===== src/rtl/referee_router.sv =====
`default_nettype none
// ============================================================================
// Module   : referee_router
// Purpose  : Moves words from one source FIFO into one of NUM_CH destination
//            FIFOs. The destination comes either from a header field in the
//            word (MODE 0) or from a round-robin pointer over the channels
//            that are not almost full (MODE 1). In MODE 0, words whose header
//            names a channel that does not exist are dropped and counted.
// Ports    : clk, reset           - clock, synchronous active-high reset
//            empty, data_in       - source FIFO status / read data (valid the
//                                   cycle after pop)
//            almost_full[NUM_CH]  - per-destination back-pressure
//            pop                  - source FIFO read strobe
//            push[NUM_CH]         - per-destination write strobe (one-hot/0)
//            data_out             - shared destination write data
//            err_dest             - one-cycle pulse per dropped word
//            drop_cnt             - saturating dropped-word counter
//            busy                 - a word is in flight or held
// Revision : 1.0 - initial release
// ============================================================================
module referee_router #(
   parameter int NUM_CH  = 4,
   parameter int DATA_W  = 12,
   parameter int SEL_LSB = 10,
   parameter int MODE    = 0
) (
   input  logic              clk,
   input  logic              reset,
   input  logic              empty,
   input  logic [DATA_W-1:0] data_in,
   input  logic [NUM_CH-1:0] almost_full,
   output logic              pop,
   output logic [NUM_CH-1:0] push,
   output logic [DATA_W-1:0] data_out,
   output logic              err_dest,
   output logic [7:0]        drop_cnt,
   output logic              busy
);

   localparam int SEL_W = $clog2(NUM_CH);

   logic              inflight_q,   inflight_d;
   logic              hold_valid_q, hold_valid_d;
   logic [DATA_W-1:0] hold_data_q,  hold_data_d;
   logic [SEL_W-1:0]  hold_dest_q,  hold_dest_d;
   logic [SEL_W-1:0]  rr_ptr_q,     rr_ptr_d;
   logic              err_dest_q,   err_dest_d;
   logic [7:0]        drop_cnt_q,   drop_cnt_d;

   logic [SEL_W-1:0]  sel_field;
   logic              bad_dest;
   logic              any_free;
   logic [SEL_W-1:0]  grant;
   logic [SEL_W-1:0]  route_dest;
   logic              fire;
   int                rr_idx;

   assign sel_field = data_in[SEL_LSB +: SEL_W];
   // Only header routing can name a channel that does not exist.
   assign bad_dest  = (MODE == 0) && (int'(sel_field) >= NUM_CH);

   // Round-robin search: first free channel at or above rr_ptr, wrapping.
   always_comb begin
      any_free = 1'b0;
      grant    = '0;
      rr_idx   = 0;
      for (int i = 0; i < NUM_CH; i++) begin
         rr_idx = (int'(rr_ptr_q) + i) % NUM_CH;
         if (!any_free && !almost_full[rr_idx]) begin
            any_free = 1'b1;
            grant    = SEL_W'(rr_idx);
         end
      end
   end

   always_comb begin
      if (MODE == 0) begin
         route_dest = hold_dest_q;
         fire       = !reset && hold_valid_q && !almost_full[hold_dest_q];
      end else begin
         route_dest = grant;
         fire       = !reset && hold_valid_q && any_free;
      end
   end

   // A new read is allowed only when nothing is outstanding and the hold
   // register is either empty or being emptied this cycle.
   assign pop = !reset && !empty && !inflight_q && (!hold_valid_q || fire);

   always_comb begin
      push = '0;
      if (fire) begin
         push[route_dest] = 1'b1;
      end
   end

   always_comb begin
      inflight_d   = pop;
      hold_valid_d = hold_valid_q;
      hold_data_d  = hold_data_q;
      hold_dest_d  = hold_dest_q;
      rr_ptr_d     = rr_ptr_q;
      err_dest_d   = 1'b0;
      drop_cnt_d   = drop_cnt_q;

      if (fire) begin
         hold_valid_d = 1'b0;
         if (MODE != 0) begin
            rr_ptr_d = SEL_W'((int'(grant) + 1) % NUM_CH);
         end
      end

      // Capture has priority over the clear so a same-edge refill sticks.
      if (inflight_q) begin
         if (bad_dest) begin
            err_dest_d = 1'b1;
            if (drop_cnt_q != 8'hFF) begin
               drop_cnt_d = drop_cnt_q + 8'd1;
            end
         end else begin
            hold_valid_d = 1'b1;
            hold_data_d  = data_in;
            hold_dest_d  = sel_field;
         end
      end
   end

   always_ff @(posedge clk) begin
      if (reset) begin
         inflight_q   <= 1'b0;
         hold_valid_q <= 1'b0;
         hold_data_q  <= '0;
         hold_dest_q  <= '0;
         rr_ptr_q     <= '0;
         err_dest_q   <= 1'b0;
         drop_cnt_q   <= 8'd0;
      end else begin
         inflight_q   <= inflight_d;
         hold_valid_q <= hold_valid_d;
         hold_data_q  <= hold_data_d;
         hold_dest_q  <= hold_dest_d;
         rr_ptr_q     <= rr_ptr_d;
         err_dest_q   <= err_dest_d;
         drop_cnt_q   <= drop_cnt_d;
      end
   end

   assign data_out = hold_data_q;
   assign err_dest = err_dest_q;
   assign drop_cnt = drop_cnt_q;
   assign busy     = inflight_q | hold_valid_q;

endmodule
`default_nettype wire

===== config.mk =====
export PLATFORM = sky130hd
export DESIGN_NAME = referee_router
export DESIGN_NICKNAME = d
export VERILOG_FILES = /design/src/rtl/referee_router.sv
export SDC_FILE = /design/constraint.sdc
export NUM_CORES = 1
export LEC_CHECK = 0
export CAP_MARGIN = 20
export CORE_MARGIN = 3
export CORE_UTILIZATION = 31
export CTS_CLUSTER_DIAMETER = 100
export DETAILED_ROUTE_END_ITERATION = 10
export PLACE_DENSITY = 0.75
export SETUP_SLACK_MARGIN = 0.4
export SLEW_MARGIN = 20
export SYNTH_ARGS = -nofsm -noshare
export SYNTH_HDL_FRONTEND = slang
export SYNTH_SLANG_ARGS = --single-unit

===== constraint.sdc =====
create_clock -name clk -period 1.5 [get_ports clk]
set_input_delay 0.3 -clock clk [delete_from_list [all_inputs] [get_ports clk]]
set_output_delay 0.3 -clock clk [all_outputs]
set_load 0.02 [all_outputs]

---- After elaboration in Yosys (flattened, before gate mapping) ----
Index checks and enable logic that the tools add are counted.
word-level totals
  bits in registers ....................... 16
  bits of input ports ..................... 19
  output and inout port bits .............. 27
  logic and storage cells ................. 27
cells by class
  magnitude comparators ................... 2
  mux-type cells .......................... 7
  bitwise gates (word level) .............. 1
  reductions and logical operators ........ 13
operators with widths
  cell                  number
  $logic_and A1 B1 Y1   6
  $logic_not A1 Y1      5
  $mux W1               4
  $mux W4               1
  $lt A2 B3 Y1 const B  1
  $bmux W1 S2           1
  $demux W1 S2          1
  $ge A2 B1 Y1 const B  1
  $reduce_bool A2 Y1    1
  $logic_or A1 B1 Y1    1
  $or A1 B1 Y1          1

---- Logic depth before layout (Yosys ltp) ----
Gate-level depths: netlist (run 1).
  word-level depth ........................ 6
  gate-level depth with buffers ........... 4
  depth with buffers taken out ............ 2

---- Least setup slack after synthesis (run 1) ----
Ideal clock, no wire load.
  path type ............................... register to output
  start point ............................. register hold_dest_q[1]
  end point ............................... output pop
  arrival time ............................ 1.719 ns
  required time ........................... 1.200 ns
  path slack .............................. -0.519 ns
  stages on the path, launching flop included .. 4
  path buffers ............................ 1
  path through ............................ dfxtp_1 clkbuf_1 mux4_2 a2111oi_2
on the way
  longest elaborated chain between the ends .. 6
RTL lines
  item                           line  text
  start, declared                45    logic [SEL_W-1:0] hold_dest_q, hold_dest_d;
  start signal, assigned         141   hold_dest_q <= hold_dest_d;
  $bmux W1 S2                    79    fire = !reset && hold_valid_q && !almost_full[hold_dest_q];
  $mux W1 (not written as such)  79
  $logic_not A1 Y1               79
  $logic_and A1 B1 Y1            79
  $logic_or A1 B1 Y1             88    assign pop = !reset && !empty && !inflight_q && (!hold_valid_q || fire);
  $logic_and A1 B1 Y1            88
  end, declared                  32    output logic pop,
Every way passes these cells. The select of a mux whose other input is x is not followed.

---- Worst setup path in the final report (run 1) ----
  start point ............................. register hold_dest_q[0]
  end point ............................... output pop
Same word-level chain as after synthesis.

==> results of run 1 <==
-- power groups by stage --
stage | logic [W] | clock network [W] | registers, W
final | 0.000282 | 0.000268 | 0.000406
after global routing | 0.000299 | 0.000297 | 0.000409
after CTS | 0.000257 | 0.000278 | 0.000403
after detailed placement | 0.000254 | 0 | 0.000411
after global placement | 0.000249 | 0 | 0.000410
after floorplan | 0.000126 | 0 | 0.000431
-- cell usage in the layout (no fill, tap or decap), drive strengths merged --
cell type      Yosys  routed
nor2              12      12
dfxtp             14      14
clkbuf             2       4
nand2b             1       1
o221ai             1       1
or2                1       1
clkdlybuf4s50      0      13
nor3b              2       2
or3b               1       1
mux2i             14      14
buf               11      39
nor3               2       2
a2111oi            2       2
dlygate4sd2        0       5
mux4               1       1
nand3b             1       1
conb               1       9
-- per-stage QoR --
stage                     setup TNS, ns  hold WS, ns
after global routing              -2.28        0.521
final                             -1.83        0.492
after global placement            -4.42        0.476
after CTS                         -1.74        0.502
after floorplan                  -0.182        0.369
after detailed placement          -4.62        0.485
-- worst min-delay path, stage by stage (launching register included) --
cell and delay, ns:
sky130_fd_sc_hd__dfxtp_2 0.33, sky130_fd_sc_hd__mux2i_1 0.06, sky130_fd_sc_hd__nor2_1 0.07
-- layout make-up --
cell class,count,area [µm²]
Tap cell,27,33.8
Clock buffer,4,36.3
Sequential cell,14,294
Fill cell,162,702
Multi-Input combinational cell,47,415
Timing Repair Buffer,57,520
-- layer usage --
| layer | GRT usage, % | share of wire (%) | up-vias |
|---|---|---|---|
| li1 | - | - | 321 |
| met1 | 17.2 | 42 | 312 |
| met2 | 25.8 | 49 | 29 |
| met3 | 4.56 | 8.2 | 2 |
| met4 | 5.11 | 1.1 | 0 |
| met5 | 0 | 0 | - |
-- repair_timing --
item,4_1_cts,5_1_grt
setup buffers,3,6
endpoints found under the setup margin,20,29
pin swaps,4,4
resized for setup,99,19
-- kinds of logic after synthesis --
logic type	count (synthesis)	share of synthesized area, %
flip-flops	14	41.9
other	1	0.560
multiplexers	15	24.3
AO/OA/AOI/OAI	3	5.79
AND/OR/NAND/NOR	20	14.8
buffers and inverters	13	12.7
-- sequential cells by signal, indices dropped and copies added (netlist names) --
register,cells
data_out,10
hold_dest_q,2
hold_valid_q,1
inflight_q,1
-- final timing paths --
kind                 end  slack (ns)  depth (start not counted)
max                  pop       -0.48                          3
min          data_out[6]        0.49                          2
max reg2reg   inflight_q       -0.21                          5
min reg2reg  data_out[6]        0.49                          2
==> impl_metrics.ini, run 1 <==
[setup_path]
critical_path.n_buffers_inverters = 1
critical_path.cell_chain = mux4_2 -> a2111oi_4 -> buf_4
path_max_fanout = 2
critPathMaxStageDelay_ns = 0.54
crit_start = hold_dest_q[0]
library_cell_contributing_the_largest_single_delay_on_the_critical_path = sky130_fd_sc_hd__mux4_2
critPathCaptureType = output port
worstPathRequired_ns = 1.20
critPathTopFamily = multiplexers
worstSetupPathType = reg -> out
worst_setup_path_start_kind = flop
timing.rr.start = hold_dest_q[0]
cp_data_arrival_time_ns = 1.68

[yosys]
synthTopCellsByArea = sky130_fd_sc_hd__dfxtp_1 (42%), sky130_fd_sc_hd__mux2i_1 (21%), sky130_fd_sc_hd__buf_4 (10%), sky130_fd_sc_hd__nor2_1 (6.7%), sky130_fd_sc_hd__a2111oi_2 (4.5%)
commonest_cells_post_synth = sky130_fd_sc_hd__dfxtp_1 (14), sky130_fd_sc_hd__mux2i_1 (14), sky130_fd_sc_hd__nor2_1 (12)
post-synth-top-area-fraction_pct = 41.9
avgSynthCellArea_um2 = 10.1
netlist_area_um2 = 669
synth_sequential_area_ratio_pct = 41.9
synthDistinctLibCells = 16
ys_ff_latch = 14
synth-edff-count = 0
netlist_instances = 66
async_flop_share_pct = 0
yosys_most_used_dff = sky130_fd_sc_hd__dfxtp_1
synthDominantAreaCellType = sky130_fd_sc_hd__dfxtp_1
yosysWarningCount = 0

[finish]
layout.cell_area.non_filler_um2 = 1300
finalCoreUtilization_pct = 64.9
layout-drive-gt1-share_pct = 50.8
diodes = 0
count_of_non_filler_cells_in_the_finished_layout = 149
design.final.nets = 142
area_growth_syn_to_layout_pct = 94.2

[route]
detail_route.iter0.violations = 8
route.vias.total = 664
drt_pre_antenna_iters = 4
antenna_left = 0
detail_route.wirelength_mm = 2.04
via_per_inst = 4.46
residual_drc = 0
post_drt_wl_per_cell_um = 13.7

[status]
status = finished, violations left
violations = negative setup slack

[clock_tree]
numClockSinks = 14
cts_root_buf = sky130_fd_sc_hd__clkbuf_4
tritoncts = yes
clk_pin_slew_worst_paths_ns = 0.09
insertion_delay_ns = 0.27
longest_clk_path_bufs = 2
cts_inserted_buffers = 3
cts_htree_levels = 1
ctsHoldBuffers = 0

[run]
max_cap_violations = 0

[place]
gp_congestion = 0.648
io_buffer_count = 36
dpl-instance-area_um2 = 1160
place_hpwl_mm = 1.38
placement.setup.worst_slack_ns = -1.07
dpl.cell_count = 136

[global_routing]
maximum_number_of_pins_on_one_net_before_global_route_repair = 13
antenna_found_initial = 0
gr_ovfl_total = 0
first_pass_grt_wire_length_mm = 3.03
grtUsageTotal_pct = 14.9
grt_pass1_vias = 646

[hold_path]
timing.hold.worst.start = data_out[6]
worst_hold_path_type = reg -> reg

[floorplan]
initial_cell_density_of_the_core_pct = 33.4
fp.dieH_um = 52.5
total_core_area_um2 = 2000
dieWidth_um = 52.5
die_area_um2 = 2750
core.rowCount = 16
num_io_pins = 46

[pwr]
cellPowerDensity_nw_per_um2 = 736
clock_power_share_pct = 28.1
cellLeakagePower_nw = 0.570
combPwrFrac_pct = 29.5
ir_worst_vdd_mv = 0.478
finalPower_w = 0.000957
p_sw_share_pct = 27.9
power.internal_w = 0.000690
power.net_switching_w = 0.000267
power_frac_seq_pct = 42.5

[sta]
setup_ws_post_layout_ns = -0.478
finalMaxSlewViolations = 0
clock_skew_ns = 0.00153
tmin_final_ns = 1.98
max_freq_mhz = 506
fraction_of_the_cycle_the_final_worst_path_needs_pct = 132
finalSetupViolations = 6
timing_hold_violations_final = 0
rsz0062_at_grt = true
(Power assumes the default switching activity.)
==> inputs of run 2 (changes only) <==
--- a/config.mk
+++ b/config.mk
@@ -11,6 +11,7 @@
 export CTS_CLUSTER_DIAMETER = 100
 export DETAILED_ROUTE_END_ITERATION = 10
 export PLACE_DENSITY = 0.75
+export REMOVE_ABC_BUFFERS = 1
 export SETUP_SLACK_MARGIN = 0.4
 export SLEW_MARGIN = 20
 export SYNTH_ARGS = -nofsm -noshare
==> run 2 against run 1 <==
Net effect: the flow still finishes with violations (negative setup slack); die area unchanged; maximum frequency down 1.6%; core utilization down 3.6 points; critical path depth unchanged; non-clock buffer count down 4; first-iteration DRC count down 25%; sequential share of layout area up 1.4 points; total power down 0.80%; highest routed layer is now met3; combinational power down 4%; critical path type unchanged; clock power up 1%; cell count down 2.7%.
==> impl_metrics.ini, run 2 (synthesized netlist as in run 1, its figures left out) <==
[status]
status = finished, violations left
violations = negative setup slack

[global_routing]
gr_ovfl_total = 0
first_pass_grt_wire_length_mm = 2.79
maximum_number_of_pins_on_one_net_before_global_route_repair = 13
antenna_found_initial = 0
grtUsageTotal_pct = 13.7
grt_pass1_vias = 602

[route]
post_drt_wl_per_cell_um = 14.3
residual_drc = 0
detail_route.iter0.violations = 6
via_per_inst = 4.63
route.vias.total = 672
antenna_left = 0
drt_pre_antenna_iters = 4
detail_route.wirelength_mm = 2.07

[pwr]
cellPowerDensity_nw_per_um2 = 773
cellLeakagePower_nw = 0.532
finalPower_w = 0.000949
ir_worst_vdd_mv = 0.448

[finish]
count_of_non_filler_cells_in_the_finished_layout = 145
final_common_cell = sky130_fd_sc_hd__buf_4
area_growth_syn_to_layout_pct = 83.4
diodes = 0
layout-drive-gt1-share_pct = 49.2
largest_register_ff_count = 10
design.final.nets = 138
final_cell_mix = sky130_fd_sc_hd__buf_4 (25), sky130_fd_sc_hd__mux2i_1 (14), sky130_fd_sc_hd__clkdlybuf4s50_1 (13)

[clock_tree]
insertion_delay_ns = 0.28
cts_root_buf = sky130_fd_sc_hd__clkbuf_4
tritoncts = yes
cts_inserted_buffers = 3
longest_clk_path_bufs = 2
ctsHoldBuffers = 0
clk_pin_slew_worst_paths_ns = 0.09
numClockSinks = 14
cts_htree_levels = 1

[setup_path]
worst_setup_path_start_kind = flop
critPathTopFamily = multiplexers
cp_data_arrival_time_ns = 1.71
critical_path_cell_count = 3
path_max_fanout = 2
worstPathRequired_ns = 1.20
critPathMaxStageDelay_ns = 0.54
critical_path.cell_chain = mux4_2 -> a2111oi_4 -> buf_4
critical_path.n_buffers_inverters = 1
critPathCaptureType = output port
library_cell_contributing_the_largest_single_delay_on_the_critical_path = sky130_fd_sc_hd__mux4_2
worstSetupPathType = reg -> out
ff2ff_path_depth = 5

[floorplan]
core.rowCount = 16
dieWidth_um = 52.5
num_io_pins = 46
total_core_area_um2 = 2000
die_area_um2 = 2750
fp.dieH_um = 52.5
initial_cell_density_of_the_core_pct = 33.4

[place]
io_buffer_count = 36
place_hpwl_mm = 1.29
gp_congestion = 0.661
dpl.cell_count = 136

[sta]
finalMaxSlewViolations = 0
setup_ws_post_layout_ns = -0.510
fraction_of_the_cycle_the_final_worst_path_needs_pct = 134
timing_hold_violations_final = 0
tmin_final_ns = 2.01
clock_skew_ns = 0.00315
worst_hold_slack_ns = 0.493
rsz0062_at_grt = true
finalSetupViolations = 6
max_freq_mhz = 498

[hold_path]
worst_hold_path.num_cells = 2
worst_hold_path_type = reg -> reg

[run]
max_cap_violations = 0
-- run 2: changes by cell type in the layout (fill, tap and decap cells not counted), sizes merged --
cell  change
buf       -4
-- run 2: area by class of cell --
type / count / area, µm²
fillers: 168 / 774
repair buffers: 53 / 474
multi-input cells: 47 / 388
flip-flops and latches: 14 / 295
clock buffers: 4 / 36.3
well taps: 27 / 33.8
-- run 2: path summary, 6_finish.rpt --
kind,start,to,slack (ns)
setup reg to reg,hold_dest_q[0],inflight_q,-0.20
setup / recovery,hold_dest_q[0],pop,-0.51
hold / removal,data_out[0],data_out[0],0.49
hold reg to reg,data_out[0],data_out[0],0.49
-- run 2: power breakdown --
part | total, W | internal, W | switching [W]
registers | 0.000406 | 0.000393 | 0.0000128
clock network | 0.000272 | 0.000147 | 0.000124
logic | 0.000272 | 0.000144 | 0.000128
-- run 2: metal layers --
layer / up-vias / GRT usage, % / wire length [µm] / part of all wire [%]
li1: 316 / - / - / -
met1: 325 / 16.1 / 825 / 40
met2: 31 / 23.1 / 1020 / 49
met3: 0 / 4.27 / 220 / 11
met4: 0 / 5.11 / 0 / 0
met5: - / 0 / 0 / 0
-- run 2: worst min-delay path, delay by kind of cell (launching register included) --
kind | cells | cell delay, ns
simple gates | 1 | 0.07
flops | 1 | 0.33
mux | 1 | 0.06
-- run 2: per-stage QoR --
stage | cell area, µm² | setup TNS [ns] | util [%] | worst slack [ns]
floorplan | 614 | -0.748 | - | -0.502
global placement | 1100 | -4.23 | 54.9 | -1.05
detailed placement | 1100 | -4.33 | 54.9 | -1.06
CTS | 1120 | -1.22 | 55.9 | -0.477
global route | 1230 | -1.83 | 61.3 | -0.558
finish | 1230 | -1.48 | 61.3 | -0.510
-- run 2: what timing repair did --
item	4_1_cts	5_1_grt
resized for setup	100	29
endpoints found under the setup margin	20	20
setup buffers	3	2
pin swaps	5	3
==> inputs of run 3 (changes only) <==
--- a/config.mk
+++ b/config.mk
@@ -11,8 +11,9 @@
 export CTS_CLUSTER_DIAMETER = 100
 export DETAILED_ROUTE_END_ITERATION = 10
 export PLACE_DENSITY = 0.75
+export RECOVER_POWER = 25
 export REMOVE_ABC_BUFFERS = 1
-export SETUP_SLACK_MARGIN = 0.4
+export SETUP_SLACK_MARGIN = 0.05
 export SLEW_MARGIN = 20
 export SYNTH_ARGS = -nofsm -noshare
 export SYNTH_HDL_FRONTEND = slang
==> run 3 against run 2 <==
Net effect: the run still ends with negative setup slack left; hold slack better by 0.0052 ns; global-route usage is 0.47 points lower; largest power group unchanged; maximum frequency is 2.4% higher; sequential share of layout area hardly changed; clock skew hardly changed; count of clock-buffer cells in the layout stayed put; sequential power hardly changed; routed wire length is 10% lower; total power is 3.0% lower; setup slack better by 0.048 ns.
==> impl_metrics.ini, run 3 (synthesized netlist as in run 1, its figures left out) <==
[status]
status = finished, violations left
violations = negative setup slack

[floorplan]
fp.dieH_um = 52.5
die_area_um2 = 2750
initial_cell_density_of_the_core_pct = 33.4
total_core_area_um2 = 2000
core.rowCount = 16
dieWidth_um = 52.5
num_io_pins = 46

[finish]
largest_register_ff_count = 10
multi_input_area_um2 = 382
finalCoreUtilization_pct = 58.8
area_growth_syn_to_layout_pct = 75.7
fillCellCount = 182
diodes = 0
final_cell_mix = sky130_fd_sc_hd__dlygate4sd2_1 (16), sky130_fd_sc_hd__buf_4 (15), sky130_fd_sc_hd__mux2i_1 (14)
final_common_cell = sky130_fd_sc_hd__dlygate4sd2_1
design.final.nets = 136
layout.cell_area.non_filler_um2 = 1180
layout-drive-gt1-share_pct = 30.2
count_of_non_filler_cells_in_the_finished_layout = 143
ff_latch_area_um2 = 283

[place]
dpl-instance-area_um2 = 1100
io_buffer_count = 36
dpl.cell_count = 136
place_hpwl_mm = 1.29
gp_congestion = 0.661

[sta]
clock_skew_ns = 0.00333
rsz0062_at_grt = true
setup_ws_post_layout_ns = -0.461
tmin_final_ns = 1.96
finalMaxSlewViolations = 0
finalSetupViolations = 5
fraction_of_the_cycle_the_final_worst_path_needs_pct = 131
max_freq_mhz = 510
timing_hold_violations_final = 0
worst_hold_slack_ns = 0.498

[setup_path]
critPathMaxStageDelay_ns = 0.55
r2r_slack_ns = -0.07
critPathTopFamily = multiplexers
path_max_fanout = 2
ff2ff_path_depth = 4
worstSetupPathType = reg -> out
worst_setup_path_start_kind = flop
critical_path.n_buffers_inverters = 1
critical_path.cell_chain = mux4_2 -> a2111oi_4 -> buf_4
worstPathRequired_ns = 1.20
critical_path.reg2reg.endpoint = inflight_q
critPathCaptureType = output port
timing.rr.start = hold_dest_q[0]
cp_data_arrival_time_ns = 1.66
library_cell_contributing_the_largest_single_delay_on_the_critical_path = sky130_fd_sc_hd__mux4_2

[pwr]
p_sw_share_pct = 27.9
cellLeakagePower_nw = 0.533
combPwrFrac_pct = 26.7
finalPower_w = 0.000921
power.net_switching_w = 0.000257
ir_worst_vdd_mv = 0.445
power.internal_w = 0.000665
cellPowerDensity_nw_per_um2 = 783
power_frac_seq_pct = 43.7
clock_power_share_pct = 29.6

[route]
route.vias.total = 642
detail_route.wirelength_mm = 1.86
post_drt_wl_per_cell_um = 13.0
residual_drc = 0
via_per_inst = 4.49
antenna_left = 0
detail_route.iter0.violations = 1
drt_pre_antenna_iters = 2

[clock_tree]
tritoncts = yes
insertion_delay_ns = 0.28
cts_inserted_buffers = 3
ctsHoldBuffers = 0
numClockSinks = 14
cts_root_buf = sky130_fd_sc_hd__clkbuf_4
clk_pin_slew_worst_paths_ns = 0.09
longest_clk_path_bufs = 2
cts_htree_levels = 1

[global_routing]
gr_ovfl_total = 0
grt_pass1_vias = 607
first_pass_grt_wire_length_mm = 2.73
maximum_number_of_pins_on_one_net_before_global_route_repair = 13
antenna_found_initial = 0
grtUsageTotal_pct = 13.3

[hold_path]
worst_hold_path_type = reg -> reg
worst_hold_path.num_cells = 2
endpoint_of_the_worst_hold_path = data_out[9]
timing.hold.worst.start = data_out[9]

[run]
max_cap_violations = 0
run 3: changes by cell type in the layout (fill, tap and decap cells not counted), sizes merged:
cell | before | now
dlygate4sd2 | 5 | 16
buf | 35 | 19
clkbuf | 4 | 7
run 3: tightest hold or removal path: stages (launching register included):
cell	delay, ns
sky130_fd_sc_hd__dfxtp_1	0.33
sky130_fd_sc_hd__mux2i_1	0.06
sky130_fd_sc_hd__nor2_1	0.08
run 3: repair_timing:
item | CTS | global route
buffers inserted | 2 | 1
resized for setup | 55 | 15
pin swaps | 5 | 3
endpoints found under the setup margin | 19 | 8
run 3: through the flow:
stage               worst slack, ns  setup TNS [ns]
detailed placement            -1.06           -4.33
finish                       -0.461           -1.07
floorplan                    -0.502          -0.748
global route                 -0.536           -1.50
global placement              -1.05           -4.23
CTS                          -0.479           -1.09
run 3: final cells by class:
type | instances | share of cell area, %
repair buffers | 51 | 37.6
clock buffers | 4 | 3.09
multi-input cells | 47 | 32.4
flip-flops and latches | 14 | 24.0
well taps | 27 | 2.87
run 3: worst max path at each step:
stage                         from  endpoint  slack [ns]  cells after the start
detailed placement  almost_full[2]       pop       -1.06                      4
global placement    almost_full[2]       pop       -1.05                      4
floorplan           hold_dest_q[0]       pop       -0.50                      2
CTS                 hold_dest_q[0]       pop       -0.48                      3
finish              hold_dest_q[0]       pop       -0.46                      3
global route        hold_dest_q[0]       pop       -0.54                      3
run 3: layer usage:
metal / global-route usage, % / vias to the layer above / share of wire (%)
met2: 21.7 / 31 / 49
met1: 15.8 / 303 / 40
li1: - / 308 / -
met5: 0 / - / 0
met3: 4.56 / 0 / 11
met4: 5.11 / 0 / 0
run 3: power groups by stage:
stage / Sequential, W / Clock (W) / Combinational [W]
after floorplan: 0.000441 / 0 / 0.0000724
after global placement: 0.000409 / 0 / 0.000235
after detailed placement: 0.000410 / 0 / 0.000239
after CTS: 0.000402 / 0.000286 / 0.000227
after global routing: 0.000405 / 0.000299 / 0.000265
final: 0.000403 / 0.000272 / 0.000246
